===== config.mk =====
export PLATFORM = sky130hd
export DESIGN_NAME = tile_block_reader_flat
export DESIGN_NICKNAME = d
export VERILOG_FILES = /design/src/rtl/tile_pkg.sv /design/src/rtl/tile_block_reader_if.sv /design/src/rtl/read_tag_pipe.sv /design/src/rtl/tile_block_reader.sv /design/src/flat_wrapper.sv
export SDC_FILE = /design/constraint.sdc
export NUM_CORES = 2
export LEC_CHECK = 0
export CAP_MARGIN = 0
export CORE_AREA = 2 2 468 470
export DETAILED_ROUTE_END_ITERATION = 12
export DIE_AREA = 0 0 470 472
export RECOVER_POWER = 100
export SYNTH_ARGS = -nofsm -noshare
export SYNTH_HDL_FRONTEND = slang
export SYNTH_SLANG_ARGS = --single-unit

===== constraint.sdc =====
create_clock -name clock -period 2.3 [get_ports clock]
set_input_delay 0.46 -clock clock [delete_from_list [all_inputs] [get_ports clock]]
set_output_delay 0.46 -clock clock [all_outputs]
set_load 0.01 [all_outputs]

===== src/rtl/tile_pkg.sv =====
// Shared widths and types for the tile block reader. Widths default here unless
// DATA_WIDTH / BANDWIDTH / ADDR_WIDTH / DIM_WIDTH are defined on the command line.
`ifndef DATA_WIDTH
`define DATA_WIDTH 16
`endif
`ifndef BANDWIDTH
`define BANDWIDTH 8
`endif
`ifndef ADDR_WIDTH
`define ADDR_WIDTH 12
`endif
`ifndef DIM_WIDTH
`define DIM_WIDTH 8
`endif

package tile_pkg;
    localparam int TILE_DIM = 8;
    localparam int DATA_W   = `DATA_WIDTH;
    localparam int BAND_W   = `BANDWIDTH;
    localparam int ADDR_W   = `ADDR_WIDTH;
    localparam int DIM_W    = `DIM_WIDTH;

    typedef logic [BAND_W-1:0][DATA_W-1:0] tile_row_t;
    typedef tile_row_t [7:0] tile_t;

    typedef enum logic [1:0] {IDLE, ISSUE, DRAIN} state_t;

    // Row tag travelling alongside an outstanding read
    typedef struct packed {
        logic       valid;
        logic [2:0] row;
    } tag_t;
endpackage


===== src/rtl/tile_block_reader_if.sv =====
// Command and memory-read bus of the tile block reader.
// master = the reader, slave = the controller/memory side.
interface tile_block_reader_if;
    import tile_pkg::*;

    logic                start;
    logic [ADDR_W-1:0]   base_addr;
    logic [DIM_W-1:0]    stride;
    logic                busy;
    logic                done;
    tile_t               tile;
    logic                read;
    logic [ADDR_W-1:0]   addr;
    tile_row_t           readdata;

    modport master (input start, base_addr, stride, readdata,
                    output busy, done, tile, read, addr);
    modport slave  (output start, base_addr, stride, readdata,
                    input busy, done, tile, read, addr);
endinterface


===== src/rtl/read_tag_pipe.sv =====
// READ_LATENCY-deep delay line of {valid,row} tags; its output marks the cycle
// in which the matching readdata is on the bus.
module read_tag_pipe
    import tile_pkg::*;
#(
    parameter int READ_LATENCY = 2
) (
    input  logic clock,
    input  logic reset,
    input  tag_t tag_in,
    output tag_t tag_out
);
    tag_t pipe [READ_LATENCY];

    always_ff @(posedge clock) begin
        if (reset) begin
            for (int i = 0; i < READ_LATENCY; i++) pipe[i] <= '0;
        end else begin
            pipe[0] <= tag_in;
            for (int i = 1; i < READ_LATENCY; i++) pipe[i] <= pipe[i-1];
        end
    end

    assign tag_out = pipe[READ_LATENCY-1];
endmodule


===== src/rtl/tile_block_reader.sv =====
// Fetches one 8x8 tile as 8 strided row reads and assembles it into a register.
// Define TILE_TRANSPOSE_EN to store returned row r into column r instead.
module tile_block_reader
    import tile_pkg::*;
#(
    parameter int READ_LATENCY = 2,
    parameter int TILE_DIM     = 8
) (
    input  logic                clock,
    input  logic                reset,
    tile_block_reader_if.master bus
);
    state_t            state, state_n;
    logic [2:0]        row_cnt;
    logic [ADDR_W-1:0] addr_q;
    logic [DIM_W-1:0]  stride_q;
    logic              done_q;
    tile_t             tile_q;
    tag_t              tag_in, tag_out;
    logic              last_capture;

    assign tag_in       = {state == ISSUE, row_cnt};
    assign last_capture = tag_out.valid && (tag_out.row == 3'(TILE_DIM - 1));

    read_tag_pipe #(.READ_LATENCY(READ_LATENCY)) u_tags (
        .clock   (clock),
        .reset   (reset),
        .tag_in  (tag_in),
        .tag_out (tag_out)
    );

    always_ff @(posedge clock) begin
        if (reset) state <= IDLE;
        else       state <= state_n;
    end

    always_comb begin
        state_n = state;
        unique case (state)
            IDLE:    if (bus.start) state_n = ISSUE;
            ISSUE:   if (row_cnt == 3'(TILE_DIM - 1)) state_n = DRAIN;
            DRAIN:   if (last_capture) state_n = IDLE;
            default: state_n = IDLE;
        endcase
    end

    // Address accumulator: one stride step per issued row
    always_ff @(posedge clock) begin
        if (reset) begin
            row_cnt  <= '0;
            addr_q   <= '0;
            stride_q <= '0;
            done_q   <= 1'b0;
            tile_q   <= '0;
        end else begin
            done_q <= (state == DRAIN) && last_capture;
            if (state == IDLE && bus.start) begin
                addr_q   <= bus.base_addr;
                stride_q <= bus.stride;
                row_cnt  <= '0;
            end else if (state == ISSUE) begin
                addr_q  <= addr_q + ADDR_W'(stride_q);
                row_cnt <= row_cnt + 3'd1;
            end
            if (tag_out.valid) begin
`ifdef TILE_TRANSPOSE_EN
                for (int c = 0; c < TILE_DIM; c++) tile_q[c][tag_out.row] <= bus.readdata[c];
`else
                tile_q[tag_out.row] <= bus.readdata;
`endif
            end
        end
    end

    assign bus.busy = (state != IDLE);
    assign bus.read = (state == ISSUE);
    assign bus.addr = addr_q;
    assign bus.done = done_q;
    assign bus.tile = tile_q;
endmodule


===== src/flat_wrapper.sv =====
// flat-port wrapper written by rule: the top's interface ports become plain ports
module tile_block_reader_flat import tile_pkg::*;
#(
    parameter int READ_LATENCY = 2,
    parameter int TILE_DIM     = 8
)
  (clock, reset, bus_start, bus_base_addr, bus_stride, bus_readdata, bus_busy, bus_done, bus_tile, bus_read, bus_addr);
  tile_block_reader_if bus_i ();
  input  logic clock;
  input  logic reset;
  input wire logic [$bits(bus_i.start)-1:0] bus_start;
  input wire logic [$bits(bus_i.base_addr)-1:0] bus_base_addr;
  input wire logic [$bits(bus_i.stride)-1:0] bus_stride;
  input wire logic [$bits(bus_i.readdata)-1:0] bus_readdata;
  output wire logic [$bits(bus_i.busy)-1:0] bus_busy;
  output wire logic [$bits(bus_i.done)-1:0] bus_done;
  output wire logic [$bits(bus_i.tile)-1:0] bus_tile;
  output wire logic [$bits(bus_i.read)-1:0] bus_read;
  output wire logic [$bits(bus_i.addr)-1:0] bus_addr;
  assign bus_i.start = bus_start;
  assign bus_i.base_addr = bus_base_addr;
  assign bus_i.stride = bus_stride;
  assign bus_i.readdata = bus_readdata;
  assign bus_busy = bus_i.busy;
  assign bus_done = bus_i.done;
  assign bus_tile = bus_i.tile;
  assign bus_read = bus_i.read;
  assign bus_addr = bus_i.addr;
  tile_block_reader #(.READ_LATENCY(READ_LATENCY), .TILE_DIM(TILE_DIM)) u_core (.clock(clock), .reset(reset), .bus(bus_i));
endmodule

After elaboration in Yosys (flattened, before gate mapping)

Memory sizes are Yosys's and may differ from the RTL's.
Cells that the tools add are included.

Flip-flop bits (word level): 1050
Bits in writable memories: 8
Input port bits: 151
Output and inout port bits: 1039
Word-level logic and storage cells: 106
Memories kept: 1

Memories:

| memory             | depth | width | rd ports | clocked after Yosys merged registers in | write ports | RTL line            | source |
|---|---|---|---|---|---|---|---|
| u_core.u_tags.pipe | 2     | 4     | 2        | 0                                       | 2           | read_tag_pipe.sv:13 | `tag_t pipe [READ_LATENCY];` |

Add/sub/neg operators: 2
Magnitude comparators: 2
Eq/ne operators: 7
Muxes and demuxes: 14
Bitwise operators: 2
Reduce and logical (&&, ||, !) cells: 9

Operator list:

| cell                | number |
|---|---|
| $bwmux 1024         | 1 |
| $demux 128 s3       | 1 |
| $mux 128            | 1 |
| $mux 12             | 2 |
| $add 12x8->12       | 1 |
| $mux 4              | 2 |
| $eq 3x3->1 const B  | 2 |
| $mux 2              | 3 |
| $pmux 2 s3          | 1 |
| $logic_and 1x1->1   | 4 |
| $lt 3x4->1 const B  | 1 |
| $ne 2x1->1 const B  | 2 |
| $reduce_bool 2->1   | 2 |
| $add 3x1->3 const B | 1 |
| $ge 3x1->1 const B  | 1 |
| $mux 1              | 3 |
| $reduce_and 3->1    | 1 |
| $eq 2x1->1 const B  | 1 |
| $eq 2x2->1 const B  | 1 |
| $logic_not 2->1     | 1 |
| $ne 2x2->1 const B  | 1 |
| $or 1x1->1          | 2 |
| $reduce_or 2->1     | 1 |

Longest topological paths before layout

Depth after elaboration: 5
Mapped depth: 8
Depth with buffers taken out: 8

Cells and area by module

Synthesis repeated with hierarchy kept, for this count alone.

Cell total of the unflattened synthesis: 4782
Area, all modules: 37035.5 um^2

By module, submodules not included:

| module            | times used | cells each | area an instance (um^2) |
|---|---|---|---|
| tile_block_reader | 1          | 4762       | 36795.3 |
| read_tag_pipe     | 1          | 20         | 240.2 |

Least setup slack after synthesis

No wires, ideal clock.

Path kind: register -> register
Start: reg u_core.addr_q[0], in the netlist u_core.bus.addr[0]
End: reg u_core.addr_q[10], in the netlist u_core.bus.addr[10]
Setup time: 91 ps
Arrival time: 2188 ps
Required time: 2209 ps
Slack: 21 ps
Stages on the path, launching flop included: 9
Path buffers: 0
Period minus slack after synthesis: 2279 ps
Path through: dfxtp_1 > ha_1 > inv_1 > fa_1 > and2b_1 > o211ai_1 > and3_4 > or4_1 > a311oi_1

Longest elaborated chain between the ends: 3

Ends and longest elaborated chain:

| what                   | RTL line                | source |
|---|---|---|
| start, declared        | tile_block_reader.sv:15 | `logic [ADDR_W-1:0] addr_q;` |
| start signal, assigned | tile_block_reader.sv:58 | `addr_q <= bus.base_addr;` |
| start signal, assigned | tile_block_reader.sv:62 | `addr_q <= addr_q + ADDR_W'(stride_q);` |
| $add 12x8->12          | tile_block_reader.sv:62 |  |
| $mux 12                | tile_block_reader.sv:61 | `end else if (state == ISSUE) begin` |
| $mux 12                | tile_block_reader.sv:57 | `if (state == IDLE && bus.start) begin` |

No other way between the ends. The select of a mux whose other input is x is not followed.
A chain may end at the register's enable or synchronous reset.

Worst setup path in the final report

Start: reg u_core.stride_q[0]
End: reg u_core.addr_q[10], in the netlist u_core.bus.addr[10]

Longest elaborated chain between the ends: 3

Ends and longest elaborated chain:

| what                   | RTL line                | source |
|---|---|---|
| start, declared        | tile_block_reader.sv:16 | `logic [DIM_W-1:0] stride_q;` |
| start signal, assigned | tile_block_reader.sv:59 | `stride_q <= bus.stride;` |
| $add 12x8->12          | tile_block_reader.sv:62 |  |
| $mux 12                | tile_block_reader.sv:61 |  |
| $mux 12                | tile_block_reader.sv:57 |  |

No other way between the ends. The select of a mux whose other input is x is not followed.

==> results.sh <==
export IMPL_post_synthesis_mux_area_share_pct=0.107
export IMPL_max_slew_worst_pin_slew_ns=1.43
export IMPL_io_buffers=1189
export IMPL_total_number_of_h_tree_levels=3
export IMPL_final_fill_count=23100
export IMPL_synth_fp_nets=4940
export IMPL_ys_seq_elements=1058
export IMPL_crit_required_ns=2.99
export IMPL_switchingPower_mw=9.82
export IMPL_timing_critical_path_slowest_cell_delay_ns=0.42
export IMPL_start_kind="flip-flop"
export IMPL_hpwl_mm=135
export IMPL_grt_pass1_wl_mm=263
export IMPL_cts_made_buffers=116
export IMPL_share_clk_of_total_power_pct=49.4
export IMPL_post_route_util_pct=26.2
export IMPL_final_hold_worst_slack_ns=0.223
export IMPL_drt_drc_violations_left=0
export IMPL_clkSlewWorstSetupHoldPaths_ns=0.06
export IMPL_ctsRootBufferMaster="clkbuf_16"
export IMPL_fmax_ghz=0.448
export IMPL_syn_cell_area_um2=37400
export IMPL_final_min_period_over_clock_period_pct=97.2
export IMPL_dominant_combinational_cell_family_by_area_after_synthesis="simple AND/OR/NAND/NOR gates"
export IMPL_timing_critical_path_cells="ha_4, inv_2, fa_2, and2b_1, o211ai_1, and3_4, or4_1, a311oi_2"
export IMPL_timing_max_cap_violations=0
export IMPL_power_report_internal_total_mw=30.9
export IMPL_synth_async_reset_ratio_pct=0
export IMPL_finalWorstPathRequiredPeriod_ns=2.23
export IMPL_pwr_density_cell_nw_per_um2=717
export IMPL_drt_wl_total_mm=191
export IMPL_place_congestion=0.848
export IMPL_slew_viol_final=0
export IMPL_critPathMaxFanout=2
export IMPL_timing_hold_violations_final=0
export IMPL_via_count=37000
export IMPL_compound_gate_fraction_of_synth_area_pct=14.5
export IMPL_combinationalPowerShare_pct=5.1
export IMPL_track_usage_pct=16.4
export IMPL_xor_xnor_share_of_the_synthesized_area_pct=0.117
export IMPL_critPathArrivalTime_ns=2.92
export IMPL_dr_pass1_iters=6
export IMPL_globalRoute_totalOverflow=0
export IMPL_endpoint_kind="flip-flop"
export IMPL_timing_hold_worst_class="in2reg"
export IMPL_fp_coreArea_um2=217000
export IMPL_syn_inst=4778
export IMPL_status="completed"
export IMPL_synth_lib_cells_used_distinct=46
export IMPL_post_synth_and_or_nand_nor_area_fraction_pct=21.8
export IMPL_power_share_switching_pct=24.1
export IMPL_insertion_delay_ns=0.79
export IMPL_synth_enable_flop_cells=0
export IMPL_crit_slowest_cell="or4_1"
export IMPL_synth_ff_type="dfxtp_1"
export IMPL_drt_initial_drc_count=2854
export IMPL_die_height_um=472
export IMPL_antenna_left=0
export IMPL_first_global_vias=35300
export IMPL_final_layout_size_suffix_gt1_share_pct=7.24
export IMPL_row_count=171
export IMPL_setup_worst_path_class="reg2reg"
export IMPL_layout_nets=5978
export IMPL_hold_depth=3
export IMPL_die_area_um2=222000
export IMPL_pwr_share_seq_pct=45.5
export IMPL_routed_via_density=4.22
export IMPL_finClkSkew_ns=0.0459
export IMPL_worstRegToRegCells=8
export IMPL_power_ir_vdd_worst_v=0.000554
export IMPL_synth_sequential_area_ratio_pct=56.6
export IMPL_post_synth_fa_ha_maj_area_fraction_pct=0.388
export IMPL_area_growth_from_synthesis_to_layout_pct=51.8
export IMPL_grt_start_max_net_pins=102
export IMPL_io_pins=1190
export IMPL_antenna_found_initial=8
export IMPL_slew_headroom_pct=4.80
export IMPL_mean_cell_area_of_the_mapped_netlist_um2=7.83
export IMPL_cts_tree="done"
export IMPL_yosys_warnings=0
export IMPL_buffers_from_clock_root_to_sink_at_most=3
export IMPL_timing_final_setup_violations=0
export IMPL_detail_route_wl_per_cell_um=21.8
export IMPL_cellLeakagePower_nw=18.5
export IMPL_start_util_pct=17.3
export IMPL_clock_sinks=1058
export IMPL_dieWidth_um=470
## flip-flops by register name, summed over array words and instances (netlist names)
signal and flops:
u_core.stride_q 8, u_core.bus.addr 12, u_core.row_cnt 3, u_core.state 2, u_core.bus.tile 1024, u_core.bus.done 1, u_core.u_tags.pipe 8
## worst paths after layout
path / startpoint / slack [ns] / endpoint
setup / recovery: u_core.stride_q[0] / 0.07 / u_core.bus.addr[10]
hold / removal: bus_readdata[5] / 0.22 / u_core.bus.tile[517]
setup reg to reg: u_core.stride_q[0] / 0.07 / u_core.bus.addr[10]
hold reg to reg: u_core.bus.tile[246] / 0.45 / u_core.bus.tile[246]
## power by group through the flow
stage                     Combinational (mW)  Sequential (mW)  Clock [mW]
after global routing                    2.18             18.5        21.3
after global placement                  2.10             18.9           0
after floorplan                        0.844             18.9           0
after CTS                               2.10             18.5        20.6
after detailed placement                2.10             18.9           0
final                                   2.08             18.5        20.1
## through the flow
stage	setup WS, ns	setup TNS, ns	cells	power, mW	cell area [um^2]
after floorplan	0.0213	0	4778	19.8	37400
after CTS	0.00134	0	8766	41.2	56900
final	0.0654	0	8772	40.7	56800
after global routing	-0.0186	-0.0186	8768	42.0	56800
after global placement	-0.153	-0.153	8549	21.0	52800
after detailed placement	-0.129	-0.129	8549	21.0	52800
## cells by family (layout without fill, tap and decap cells)
kind of cell    Yosys count  after routing
mux                       4              4
simple gates           2148           2148
fa+ha+maj                11             11
compound gates         1068           1068
xor+xnor                  5              5
other cells               0              6
flops                  1058           1058
buf+inv                 484           1618
## cell type report
type                    instances  area (um^2)  share of cell area (%)
flip-flops and latches       1058        21200                    37.3
diodes                          6         15.0                  0.0264
clock buffers                 169         3400                    5.99
multi-input cells            3236        13900                    24.6
clock inverters                45          719                    1.27
repair buffers               1398        13900                    24.5
well taps                    2854         3570                    6.29
inverters                       6         22.5                  0.0397
## cell usage in the layout, fill, tap and decap left out, types with 5 or more instances in the layout
cell type,count
a21oi_1,1040
buf_12,43
buf_4,141
buf_6,8
bufinv_16,13
clkbuf_1,29
clkbuf_16,116
clkbuf_2,13
clkbuf_8,30
clkdlybuf4s50_1,1135
clkinv_16,5
clkinv_2,15
dfxtp_1,1052
dfxtp_2,5
diode_2,6
dlygate4sd2_1,45
ha_1,9
inv_1,5
inv_6,5
nand2_1,2077
nor2_1,22
nor2b_1,10
nor3_1,7
o21ai_0,5
xnor2_1,5
## synthesized netlist by cell type, types with 2 or more instances
cell type | count | share of area, %
buf_1 | 15 | 0.15
nor2_1 | 25 | 0.25
a311oi_1 | 4 | 0.094
a21oi_1 | 1040 | 14
o21ai_0 | 5 | 0.067
or2_2 | 2 | 0.033
nor3_1 | 8 | 0.11
inv_1 | 6 | 0.060
buf_4 | 125 | 2.5
xnor2_1 | 5 | 0.12
ha_1 | 10 | 0.33
a211oi_1 | 2 | 0.040
nand2b_1 | 4 | 0.067
buf_2 | 90 | 1.2
dfxtp_1 | 1058 | 57
nand3_1 | 8 | 0.11
a22oi_1 | 2 | 0.040
mux2i_1 | 4 | 0.11
or3_1 | 3 | 0.050
nand2_1 | 2080 | 21
nor2b_1 | 10 | 0.17
clkbuf_1 | 248 | 2.5
## critical path, delay by kind of cell, from the launching register on
| family | cells | cell delay (ns) |
|---|---|---|
| AO/OA/AOI/OAI | 2 | 0.39 |
| adder cells (fa/ha/maj) | 2 | 0.51 |
| buffers and inverters | 1 | 0.04 |
| flip-flops | 1 | 0.36 |
| AND/OR/NAND/NOR | 3 | 0.83 |
## timing repair
action | CTS | global route
endpoints found under the hold margin | 5 | 0
buffers inserted | 2 | 0
gates cloned | 0 | 0
gates resized for setup | 60 | 3
endpoints found under the setup margin | 48 | 3
hold buffers | 1 | 0
pin swaps | 6 | 0
## metal layers
| layer | vias up | GRT usage (%) | share of wire [%] |
|---|---|---|---|
| met5 | - | 0 | 0 |
| met4 | 0 | 9.17 | 5.7 |
| met3 | 381 | 5.06 | 9.0 |
| met2 | 1752 | 26.9 | 46 |
| met1 | 17600 | 18.8 | 39 |
| li1 | 17300 | - | - |
Power figures use the tool's default switching activity.
